===== src/rtl/mc_controller_pkg.sv =====
// Shared definitions for the multi-cycle MIPS controller and its datapath:
// ISA opcode/funct constants, FSM state encoding, mux-select encodings and
// the one-hot instruction flag bundle produced by the decoder.
package mc_controller_pkg;

  localparam int unsigned OP_W    = 6;
  localparam int unsigned FUNCT_W = 6;
  localparam int unsigned STATE_W = 3;
  localparam int unsigned SEL_W   = 2;

  // Primary opcodes (IR[31:26])
  localparam logic [OP_W-1:0] OP_RTYPE = 6'b000000;
  localparam logic [OP_W-1:0] OP_ORI   = 6'b001101;
  localparam logic [OP_W-1:0] OP_LW    = 6'b100011;
  localparam logic [OP_W-1:0] OP_SW    = 6'b101011;
  localparam logic [OP_W-1:0] OP_BEQ   = 6'b000100;
  localparam logic [OP_W-1:0] OP_JAL   = 6'b000011;
  localparam logic [OP_W-1:0] OP_LUI   = 6'b001111;

  // R-type function codes (IR[5:0])
  localparam logic [FUNCT_W-1:0] FN_ADDU = 6'b100001;
  localparam logic [FUNCT_W-1:0] FN_SUBU = 6'b100011;
  localparam logic [FUNCT_W-1:0] FN_XOR  = 6'b100110;
  localparam logic [FUNCT_W-1:0] FN_JR   = 6'b001000;

  // FSM states; HALT is only reachable with the illegal-halt build option
  typedef enum logic [STATE_W-1:0] {
    ST_FETCH  = 3'd0,
    ST_DECODE = 3'd1,
    ST_EXE    = 3'd2,
    ST_MEM    = 3'd3,
    ST_WB     = 3'd4,
    ST_HALT   = 3'd5
  } state_e;

  // Next-PC select
  localparam logic [SEL_W-1:0] NPC_PC4    = 2'b00;
  localparam logic [SEL_W-1:0] NPC_BRANCH = 2'b01;
  localparam logic [SEL_W-1:0] NPC_JAL    = 2'b10;
  localparam logic [SEL_W-1:0] NPC_JR     = 2'b11;

  // ALU operation
  localparam logic [SEL_W-1:0] ALU_ADD = 2'b00;
  localparam logic [SEL_W-1:0] ALU_SUB = 2'b01;
  localparam logic [SEL_W-1:0] ALU_OR  = 2'b10;
  localparam logic [SEL_W-1:0] ALU_XOR = 2'b11;

  // GRF write-address select
  localparam logic [SEL_W-1:0] A3_RD = 2'b00;
  localparam logic [SEL_W-1:0] A3_RT = 2'b01;
  localparam logic [SEL_W-1:0] A3_RA = 2'b10;

  // GRF write-data select
  localparam logic [SEL_W-1:0] WD_ALU = 2'b00;
  localparam logic [SEL_W-1:0] WD_DM  = 2'b01;
  localparam logic [SEL_W-1:0] WD_PC  = 2'b10;
  localparam logic [SEL_W-1:0] WD_LUI = 2'b11;

  // One-hot instruction classification; exactly one bit set for any IR
  typedef struct packed {
    logic addu;
    logic subu;
    logic is_xor;
    logic ori;
    logic lw;
    logic sw;
    logic beq;
    logic jal;
    logic jr;
    logic lui;
    logic illegal;
  } instr_flags_t;

  function automatic logic is_rtype_alu(instr_flags_t f);
    return f.addu | f.subu | f.is_xor;
  endfunction

endpackage


===== src/rtl/mc_controller_if.sv =====
// Control bus between the multi-cycle controller and the MIPS datapath.
// master: controller (consumes IR fields / Equ, drives enables and selects)
// slave : datapath   (drives IR fields / Equ, consumes enables and selects)
interface mc_controller_if;

  logic [mc_controller_pkg::OP_W-1:0]    opcode;
  logic [mc_controller_pkg::FUNCT_W-1:0] funct;
  logic                                  Equ;

  logic                                  PCWr;
  logic                                  IRWr;
  logic [mc_controller_pkg::SEL_W-1:0]   NPCOp;
  logic                                  GRFWr;
  logic                                  EXTOp;
  logic [mc_controller_pkg::SEL_W-1:0]   ALUOp;
  logic                                  BSel;
  logic                                  DMWr;
  logic [mc_controller_pkg::SEL_W-1:0]   A3Sel;
  logic [mc_controller_pkg::SEL_W-1:0]   WDSel;

  modport master (
    input  opcode, funct, Equ,
    output PCWr, IRWr, NPCOp, GRFWr, EXTOp, ALUOp, BSel, DMWr, A3Sel, WDSel
  );

  modport slave (
    output opcode, funct, Equ,
    input  PCWr, IRWr, NPCOp, GRFWr, EXTOp, ALUOp, BSel, DMWr, A3Sel, WDSel
  );

endinterface


===== src/rtl/mc_controller_decode.sv =====
// Combinational instruction decoder: IR opcode/funct to one-hot flags.
// Ports:
//   opcode - IR[31:26]
//   funct  - IR[5:0], only meaningful for R-type opcode
//   instr  - one-hot instruction class, 'illegal' for anything unsupported
module mc_controller_decode
  import mc_controller_pkg::*;
(
  input  logic [OP_W-1:0]    opcode,
  input  logic [FUNCT_W-1:0] funct,
  output instr_flags_t       instr
);

  always_comb begin
    instr = '0;
    case (opcode)
      OP_RTYPE: begin
        case (funct)
          FN_ADDU: instr.addu    = 1'b1;
          FN_SUBU: instr.subu    = 1'b1;
          FN_XOR:  instr.is_xor  = 1'b1;
          FN_JR:   instr.jr      = 1'b1;
          default: instr.illegal = 1'b1;
        endcase
      end
      OP_ORI:  instr.ori     = 1'b1;
      OP_LW:   instr.lw      = 1'b1;
      OP_SW:   instr.sw      = 1'b1;
      OP_BEQ:  instr.beq     = 1'b1;
      OP_JAL:  instr.jal     = 1'b1;
      OP_LUI:  instr.lui     = 1'b1;
      default: instr.illegal = 1'b1;
    endcase
  end

endmodule


===== src/rtl/mc_controller.sv =====
// Multi-cycle FSM controller sequencing a shared-ALU MIPS datapath through
// FETCH/DECODE/EXE/MEM/WB, with a retired-instruction counter.
// Build option: MC_CTRL_ILLEGAL_HALT_EN - illegal instructions park the FSM
// in HALT (left only by reset) and a 'halted' output is added; otherwise an
// illegal instruction is a NOP.
// Ports:
//   clk     - rising-edge clock
//   reset   - asynchronous active-low reset
//   bus     - control bus (IR fields and Equ in; enables and selects out)
//   state   - current FSM state (debug)
//   retired - instructions completed since reset, wraps modulo 2^CNT_W
//   halted  - (option only) FSM is parked in HALT
// Enables/selects are Moore decodes of the current state and the latched IR,
// forced to zero while reset is asserted.
module mc_controller
  import mc_controller_pkg::*;
#(
  parameter int unsigned CNT_W = 32
) (
  input  logic               clk,
  input  logic               reset,
  mc_controller_if.master    bus,
  output logic [STATE_W-1:0] state,
  output logic [CNT_W-1:0]   retired
`ifdef MC_CTRL_ILLEGAL_HALT_EN
  ,
  output logic               halted
`endif
);

  state_e       state_q;
  state_e       state_d;
  instr_flags_t instr;
  logic         retire_c;

  logic             pc_wr;
  logic             ir_wr;
  logic [SEL_W-1:0] npc_op;
  logic             grf_wr;
  logic             ext_op;
  logic [SEL_W-1:0] alu_op;
  logic             b_sel;
  logic             dm_wr;
  logic [SEL_W-1:0] a3_sel;
  logic [SEL_W-1:0] wd_sel;
  logic [CNT_W-1:0] retired_q;

  mc_controller_decode u_decode (
    .opcode (bus.opcode),
    .funct  (bus.funct),
    .instr  (instr)
  );

  // State register
  always_ff @(posedge clk or negedge reset) begin
    if (!reset) begin
      state_q <= ST_FETCH;
    end else begin
      state_q <= state_d;
    end
  end

  // Next state, per-cycle enables/selects and retire strobe
  always_comb begin
    state_d  = state_q;
    retire_c = 1'b0;
    pc_wr    = 1'b0;
    ir_wr    = 1'b0;
    npc_op   = NPC_PC4;
    grf_wr   = 1'b0;
    ext_op   = 1'b0;
    alu_op   = ALU_ADD;
    b_sel    = 1'b0;
    dm_wr    = 1'b0;
    a3_sel   = A3_RD;
    wd_sel   = WD_ALU;

    // While reset is held every write is suppressed so an abandoned
    // instruction cannot leave a partial update behind.
    if (reset) begin
      case (state_q)
        ST_FETCH: begin
          ir_wr   = 1'b1;
          pc_wr   = 1'b1;
          npc_op  = NPC_PC4;
          state_d = ST_DECODE;
        end

        ST_DECODE: begin
          if (instr.jal) begin
            // PC already holds PC+4, which is the link value
            pc_wr    = 1'b1;
            npc_op   = NPC_JAL;
            grf_wr   = 1'b1;
            a3_sel   = A3_RA;
            wd_sel   = WD_PC;
            retire_c = 1'b1;
            state_d  = ST_FETCH;
          end else if (instr.jr) begin
            pc_wr    = 1'b1;
            npc_op   = NPC_JR;
            retire_c = 1'b1;
            state_d  = ST_FETCH;
          end else if (instr.lui) begin
            grf_wr   = 1'b1;
            a3_sel   = A3_RT;
            wd_sel   = WD_LUI;
            retire_c = 1'b1;
            state_d  = ST_FETCH;
          end else if (instr.illegal) begin
`ifdef MC_CTRL_ILLEGAL_HALT_EN
            state_d = ST_HALT;
`else
            state_d = ST_FETCH;
`endif
          end else begin
            state_d = ST_EXE;
          end
        end

        ST_EXE: begin
          state_d = ST_FETCH;
          if (is_rtype_alu(instr)) begin
            alu_op  = instr.subu   ? ALU_SUB :
                      instr.is_xor ? ALU_XOR : ALU_ADD;
            b_sel   = 1'b0;
            state_d = ST_WB;
          end else if (instr.ori) begin
            alu_op  = ALU_OR;
            b_sel   = 1'b1;
            ext_op  = 1'b0;
            state_d = ST_WB;
          end else if (instr.lw || instr.sw) begin
            alu_op  = ALU_ADD;
            b_sel   = 1'b1;
            ext_op  = 1'b1;
            state_d = ST_MEM;
          end else if (instr.beq) begin
            // Branch resolves here; the PC only moves when rs==rt
            alu_op   = ALU_SUB;
            ext_op   = 1'b1;
            npc_op   = NPC_BRANCH;
            pc_wr    = bus.Equ;
            retire_c = 1'b1;
          end
        end

        ST_MEM: begin
          state_d = ST_FETCH;
          if (instr.sw) begin
            dm_wr    = 1'b1;
            ext_op   = 1'b1;
            retire_c = 1'b1;
          end else if (instr.lw) begin
            state_d = ST_WB;
          end
        end

        ST_WB: begin
          grf_wr   = 1'b1;
          a3_sel   = (instr.ori || instr.lw) ? A3_RT : A3_RD;
          wd_sel   = instr.lw ? WD_DM : WD_ALU;
          retire_c = 1'b1;
          state_d  = ST_FETCH;
        end

        ST_HALT: begin
`ifdef MC_CTRL_ILLEGAL_HALT_EN
          state_d = ST_HALT;
`else
          state_d = ST_FETCH;
`endif
        end

        default: state_d = ST_FETCH;
      endcase
    end
  end

  // Retired-instruction counter, free-running wrap
  always_ff @(posedge clk or negedge reset) begin
    if (!reset) begin
      retired_q <= '0;
    end else if (retire_c) begin
      retired_q <= retired_q + CNT_W'(1);
    end
  end

  assign bus.PCWr  = pc_wr;
  assign bus.IRWr  = ir_wr;
  assign bus.NPCOp = npc_op;
  assign bus.GRFWr = grf_wr;
  assign bus.EXTOp = ext_op;
  assign bus.ALUOp = alu_op;
  assign bus.BSel  = b_sel;
  assign bus.DMWr  = dm_wr;
  assign bus.A3Sel = a3_sel;
  assign bus.WDSel = wd_sel;

  assign state   = STATE_W'(state_q);
  assign retired = retired_q;

`ifdef MC_CTRL_ILLEGAL_HALT_EN
  assign halted = (state_q == ST_HALT);
`endif

endmodule


===== src/flat_wrapper.sv =====
// flat-port wrapper written by rule: the top's interface ports become plain ports
module mc_controller_flat import mc_controller_pkg::*;
#(
  parameter int unsigned CNT_W = 32
)
  (clk, reset, state, retired, bus_opcode, bus_funct, bus_Equ, bus_PCWr, bus_IRWr, bus_NPCOp, bus_GRFWr, bus_EXTOp, bus_ALUOp, bus_BSel, bus_DMWr, bus_A3Sel, bus_WDSel);
  mc_controller_if bus_i ();
  input  logic clk;
  input  logic reset;
  output logic [STATE_W-1:0] state;
  output logic [CNT_W-1:0] retired;
  input wire logic [$bits(bus_i.opcode)-1:0] bus_opcode;
  input wire logic [$bits(bus_i.funct)-1:0] bus_funct;
  input wire logic [$bits(bus_i.Equ)-1:0] bus_Equ;
  output wire logic [$bits(bus_i.PCWr)-1:0] bus_PCWr;
  output wire logic [$bits(bus_i.IRWr)-1:0] bus_IRWr;
  output wire logic [$bits(bus_i.NPCOp)-1:0] bus_NPCOp;
  output wire logic [$bits(bus_i.GRFWr)-1:0] bus_GRFWr;
  output wire logic [$bits(bus_i.EXTOp)-1:0] bus_EXTOp;
  output wire logic [$bits(bus_i.ALUOp)-1:0] bus_ALUOp;
  output wire logic [$bits(bus_i.BSel)-1:0] bus_BSel;
  output wire logic [$bits(bus_i.DMWr)-1:0] bus_DMWr;
  output wire logic [$bits(bus_i.A3Sel)-1:0] bus_A3Sel;
  output wire logic [$bits(bus_i.WDSel)-1:0] bus_WDSel;
  assign bus_i.opcode = bus_opcode;
  assign bus_i.funct = bus_funct;
  assign bus_i.Equ = bus_Equ;
  assign bus_PCWr = bus_i.PCWr;
  assign bus_IRWr = bus_i.IRWr;
  assign bus_NPCOp = bus_i.NPCOp;
  assign bus_GRFWr = bus_i.GRFWr;
  assign bus_EXTOp = bus_i.EXTOp;
  assign bus_ALUOp = bus_i.ALUOp;
  assign bus_BSel = bus_i.BSel;
  assign bus_DMWr = bus_i.DMWr;
  assign bus_A3Sel = bus_i.A3Sel;
  assign bus_WDSel = bus_i.WDSel;
  mc_controller #(.CNT_W(CNT_W)) u_core (.clk(clk), .reset(reset), .bus(bus_i), .state(state), .retired(retired));
endmodule

===== config.mk =====
export PLATFORM = sky130hd
export DESIGN_NAME = mc_controller_flat
export DESIGN_NICKNAME = d
export VERILOG_FILES = /design/src/rtl/mc_controller_pkg.sv /design/src/rtl/mc_controller_if.sv /design/src/rtl/mc_controller_decode.sv /design/src/rtl/mc_controller.sv /design/src/flat_wrapper.sv
export SDC_FILE = /design/constraint.sdc
export NUM_CORES = 1
export LEC_CHECK = 0
export CAP_MARGIN = 20
export CORE_UTILIZATION = 35
export CTS_CLUSTER_SIZE = 25
export DETAILED_ROUTE_END_ITERATION = 10
export GPL_TIMING_DRIVEN = 0
export PLACE_DENSITY_LB_ADDON = 0.08
export SKIP_CTS_REPAIR_TIMING = 1
export SLEW_MARGIN = 20
export SYNTH_ARGS = -nofsm -noshare
export SYNTH_HDL_FRONTEND = slang
export SYNTH_SLANG_ARGS = --single-unit

===== constraint.sdc =====
create_clock -name clk -period 2.3 [get_ports clk]
set_clock_uncertainty 0.15 [all_clocks]
set_input_delay 0.46 -clock clk [delete_from_list [all_inputs] [get_ports clk]]
set_output_delay 0.46 -clock clk [all_outputs]
set_load 0.005 [all_outputs]

==> flow_summary.ini, run 1 <==
[worst_setup_path]
end_kind = output pin
start_kind = flop
worst-setup-path-type = reg2out
arrival_ns = 1.77
path_max_fanout = 5
required_ns = 1.69

[grt]
grt_max_degree = 29
overflow = 0
grt_pass1_wl_um = 8470
antenna_found_initial = 0
grt_usage = 0.171
grt_pass1_vias = 1747

[sta]
whs_ns = 0.0422
finalCriticalPeriod_ns = 2.38
worst_slew_margin_rel = 0.674
report.final.hold_viol_count = 0
slew_violations = 0
fmax_mhz = 420
layout_setup_ws_ns = -0.0825
finalCritPeriodShare = 1.04
grt_setup_unrepaired = yes
setup_viol = 5
worst_pin_slew_ns = 0.485

[clock_tree]
root_buffer = clkbuf_8
clock_latency_ns = 0.28
numCtsBuffers = 5
cts_sinks = 35
clockBufferDepth = 2
htreeDepth = 2
clk_pin_slew_ns = 0.07
cts_tree = done

[place]
gp_congestion = 0.797
placed_area_mm2 = 0.00289
port_buffers = 62
dpl.cell_count = 358
place_hpwl_um = 3850
post-place-ws_ns = -0.908

[status]
status = finished, violations left
violations = negative setup slack

[power]
p_leak_nw = 1.69
switching_power_mw = 0.462
p_clk_frac = 0.337
sw_frac_of_total = 0.284
finalPower_mw = 1.63
power.internal_mw = 1.17
p_comb_frac = 0.234
pwr-share-seq = 0.429
power_density_mw_per_mm2 = 472
vdd_drop_max_uv = 321

[layout]
drive_above_1_share = 0.345
areaGrowthSynthToFinish_pct = 60.0
ff_latch_area_um2 = 878
multi_input_comb_area_mm2 = 0.00140
fin_nets = 334
diodes = 0
fin_area_mm2 = 0.00345
nFillCells = 529
stdcell_count = 394

[yosys]
synth_commonest_cells = 35 x dfrtp_1, 28 x xor2_1, 24 x nand2_1
synth_area_mm2 = 0.00216
synth.distinct_cells = 48
ys_seq_area_frac = 0.406
synth_top_area_cell = dfrtp_1
synth_edf_count = 0
synth_area_leaders = dfrtp_1 41%, xor2_1 11%, nand2_1 4.2%
syn_nets = 236
synth_top_area_frac = 0.406
ys_ff_latch = 35
yosysWarnings = 0
async_flop_share = 1.00
avgSynthCellArea_um2 = 9.80
netlist_instances = 220
synthFlopType = dfrtp_1
synth_most_common_cell = dfrtp_1

[job]
drv_cap = 0

[hold_path]
hold_path.class = in2async

[die]
die_h_um = 80.5
fp.coreArea_mm2 = 0.00592
start_util = 0.364
die_area_mm2 = 0.00648
std_cell_rows = 28
ios = 64
dieWidth_um = 80.5

[drt]
firstDrtPassIters = 4
wl_um = 5700
final_antenna_net_count = 0
drtIter0Drc = 87
wl_per_cell_um = 14.5
viasPerCell = 5.05
drcViolationCount = 0
vias = 1991
metal layers:
metal  track usage  wire length (um)
met4        0.0429                53
met3        0.0420               239
met1         0.227              2630
met5             0                 0
met2         0.275              2770
final cells by class:
class / count / share of cell area
Buffer: 7 / 0.0247
Clock buffer: 5 / 0.0199
Clock inverter: 3 / 0.0127
Inverter: 5 / 0.00544
Multi-Input combinational cell: 172 / 0.405
Sequential cell: 35 / 0.255
Tap cell: 75 / 0.0272
Timing Repair Buffer: 92 / 0.251
sequential cells by signal, summed over array words and instances (netlist names):
name	cells
u_core.state	3
u_core.retired	32
critical path, cell delays in order, from the launching register on:
cell     delay (ns)
dfrtp_1        0.41
and2b_2        0.26
nand2_4        0.07
or2_4          0.30
buf_6          0.13
a21oi_2        0.11
or2_4          0.13
buf_6          0.08
power groups by stage:
stage                     clock [mW]  sequential (mW)  combinational [mW]
after floorplan                    0            0.702               0.159
after global placement             0            0.710               0.316
after detailed placement           0            0.710               0.321
after CTS                      0.565            0.698               0.323
after global routing           0.592            0.705               0.413
final                          0.549            0.700               0.381
through the flow:
stage	setup TNS, ns	utilization
final	-0.198	0.583
after global routing	-0.807	0.583
after CTS	-14.28	0.507
after detailed placement	-23.81	0.488
after global placement	-97.52	0.485
after floorplan	0	-
cell families after synthesis:
logic type,count (synthesis),synth area share
simple gates,118,0.346
flops,35,0.406
xor+xnor,32,0.130
compound gates,19,0.0603
buf+inv,13,0.0423
mux,2,0.00986
fa+ha+maj,1,0.00580
placed cells by master, fill, tap and decap left out, types with 3 or more instances in the layout:
cell             netlist  final
nor3_1                15      9
buf_4                  1     23
nor2_1                19     13
nand2_1               24     21
clkbuf_8               1      6
clkbuf_2               0      6
a21oi_2                0      4
nor3_2                 3      6
nor3_4                 1      4
buf_6                  2      9
nor4_4                 4      4
nand3b_1               3      3
clkdlybuf4s50_1        0     37
xor2_1                28     28
nor4_1                 3      3
nand4_1                7      7
dlymetal6s2s_1         0     13
buf_2                  2      4
nor4b_2                3      4
a21oi_1                8      4
nand3_1               11      8
inv_1                  5      4
xnor2_1                4      4
dfrtp_1               35     33
nor2_2                 0      4
final timing paths:
kind                                          from                  to  slack (ns)  cells after the start
worst max-delay path               u_core.state[2]           bus_EXTOp       -0.08                      7
worst min register to register  u_core.retired[31]  u_core.retired[31]        0.33                      1
worst max register to register     u_core.state[2]   u_core.retired[1]        0.08                      8
max in group asynchronous                    reset     u_core.state[1]        1.14                      2
worst min-delay path                         reset  u_core.retired[31]        0.04                      2
min in group clk                u_core.retired[31]  u_core.retired[31]        0.33                      1
Note: power is estimated with default switching activity, not from simulation.
==> run 2, diff against run 1 <==
--- a/config.mk
+++ b/config.mk
@@ -15,4 +15,5 @@
 export SLEW_MARGIN = 20
 export SYNTH_ARGS = -nofsm -noshare
 export SYNTH_HDL_FRONTEND = slang
+export SYNTH_HIERARCHICAL = 1
 export SYNTH_SLANG_ARGS = --single-unit
==> run 2 against run 1 <==
The run still ends with negative setup slack left. Critical path depth is 3 higher. Synthesized cell count is 9.5% higher. Via count is 7.4% higher. Worst hold slack better by 0.27 ns. Cell area is 0.18% higher. Clock power is 20% lower. Setup slack worse by 0.78 ns. Combinational power is 40% lower. Count of clock-buffer cells in the layout is 1 higher. Critical path type is now in2out.
==> flow_summary.ini, run 2 <==
[yosys]
synth_area_leaders = dfrtp_1 40%, xor2_1 7.3%, xnor2_1 5.3%
synth_commonest_cells = 35 x dfrtp_1, 29 x nor2_1, 28 x nand2_1
synth_top_family_by_area = simple AND/OR/NAND/NOR gates
synth_edf_count = 0
synth_area_mm2 = 0.00217
synth_compound_area_frac = 0.0901
syn_nets = 257
synth_top_area_frac = 0.404
synth_top_area_cell = dfrtp_1
async_flop_share = 1.00
ys_ff_latch = 35
synthFlopType = dfrtp_1
muxShareOfSynthArea = 0
synth_most_common_cell = dfrtp_1
avgSynthCellArea_um2 = 8.99
synth_simple_gate_area_share = 0.342
ys_seq_area_frac = 0.404
yosysWarnings = 6
synth_xor_area_frac = 0.125
netlist_instances = 241
synth.distinct_cells = 45
synthAdderAreaFrac = 0.00578

[power]
vdd_drop_max_uv = 257
p_leak_nw = 1.59
finalPower_mw = 1.33
power_density_mw_per_mm2 = 384

[worst_setup_path]
arrival_ns = 2.55
path_max_fanout = 5
required_ns = 1.69
cp-startpoint = bus_opcode[5]
start_kind = input pin
worst-setup-path-type = in2out
reg2reg_slack_ns = -0.11
end_kind = output pin
rr_worst_depth = 7
reg2reg_to = u_core/retired[26]
r2r-start = u_core/state[1]

[sta]
fmax_mhz = 316
worst_pin_slew_ns = 0.807
finalCritPeriodShare = 1.38
grt_setup_unrepaired = yes
worst_slew_margin_rel = 0.460
setup_viol = 46
slew_violations = 0
finalCriticalPeriod_ns = 3.16
report.final.hold_viol_count = 0
layout_setup_ws_ns = -0.864

[place]
port_buffers = 63
place_hpwl_um = 3880
gp_congestion = 0.831
post-place-ws_ns = -1.58
placed_area_mm2 = 0.00299

[layout]
multi_input_comb_area_mm2 = 0.00150
final_cell_mix = 42 x clkdlybuf4s50_1, 34 x dfrtp_1, 24 x nand2_1
final_common_cell = clkdlybuf4s50_1
diodes = 0
largest_reg_flops = 32
areaGrowthSynthToFinish_pct = 59.6
ff_latch_area_um2 = 877
fin_area_mm2 = 0.00346
drive_above_1_share = 0.307
fin_nets = 347
nFillCells = 558

[grt]
overflow = 0
antenna_found_initial = 0
grt_pass1_vias = 1950
grt_usage = 0.181
grt_pass1_wl_um = 9050
grt_max_degree = 20

[hold_path]
hold_depth = 1
min-delay-start = u_core/retired[31]
hold_path.class = reg2reg
min_to = u_core/retired[31]

[clock_tree]
htreeDepth = 2
cts_sinks = 35
numCtsBuffers = 5
cts_tree = done
clk_pin_slew_ns = 0.08
clockBufferDepth = 2
clock_latency_ns = 0.29
root_buffer = clkbuf_8

[drt]
drtIter0Drc = 94
firstDrtPassIters = 4
viasPerCell = 5.26
vias = 2139
wl_per_cell_um = 14.0
final_antenna_net_count = 0
drcViolationCount = 0
wl_um = 5710

[die]
std_cell_rows = 28
start_util = 0.364
dieWidth_um = 80.7
fp.coreArea_mm2 = 0.00596
ios = 64
die_h_um = 80.7
die_area_mm2 = 0.00651

[job]
drv_cap = 0

[status]
violations = negative setup slack
status = finished, violations left
## run 2: cell count changes in the layout (fill, tap and decap cells not counted), sizes merged, moves of 5 or more
cell | before | now
buf | 39 | 27
xnor2 | 4 | 13
clkdlybuf4s50 | 37 | 42
a21oi | 9 | 3
nand3 | 11 | 20
dlymetal6s2s | 13 | 7
nor2 | 19 | 29
xor2 | 28 | 18
## run 2: per-layer routing
metal | global-route usage | vias up | part of all wire
li1 | - | 1033 | -
met1 | 0.252 | 1021 | 0.48
met2 | 0.275 | 75 | 0.45
met3 | 0.0352 | 10 | 0.055
met4 | 0.0679 | 0 | 0.017
met5 | 0 | - | 0
## run 2: report_power, final
group	internal (mW)	leakage [nW]	switching, mW
Combinational	0.120	1.08	0.108
Clock	0.212	0.0412	0.225
Sequential	0.634	0.467	0.0297
## run 2: worst max path at each step
stage,slack [ns],to,depth (start not counted)
2_1_floorplan,-0.53,bus_PCWr,8
3_3_place_gp,-2.20,bus_GRFWr,7
3_5_place_dp,-1.58,bus_PCWr,10
4_1_cts,-1.59,bus_PCWr,10
5_1_grt,-0.96,bus_PCWr,10
6_report,-0.86,bus_PCWr,10
## run 2: final cells by class
class,count,share of cell area
sequential,35,0.254
clock inverter,2,0.00362
clock buffer,6,0.0210
multi-input combinational,192,0.434
inverter,9,0.00977
tap,75,0.0271
buffer,4,0.00941
timing repair buffer,84,0.242
## run 2: cells by family after synthesis
family | count (synthesis)
flip-flops | 35
adder cells (fa/ha/maj) | 1
AND/OR/NAND/NOR | 137
buffers and inverters | 14
XOR/XNOR | 31
AO/OA/AOI/OAI | 23
## run 2: per-stage QoR
stage	TNS (ns)	utilization	hold slack [ns]	std cells
detailed placement	-52.94	0.502	0.291	380
CTS	-42.41	0.517	-0.0260	388
global placement	-76.23	0.499	0.306	379
finish	-26.80	0.580	0.315	407
global route	-30.81	0.580	0.351	407
floorplan	-14.83	-	0.0144	241
## run 2: worst max-delay path, cell delays in order
cell	delay (ns)
buf_8	0.10
or3_4	0.38
or4_4	0.59
nor3_4	0.29
nor4_4	0.08
and4_1	0.21
buf_6	0.13
a22oi_2	0.14
nor2_1	0.06
buf_2	0.12
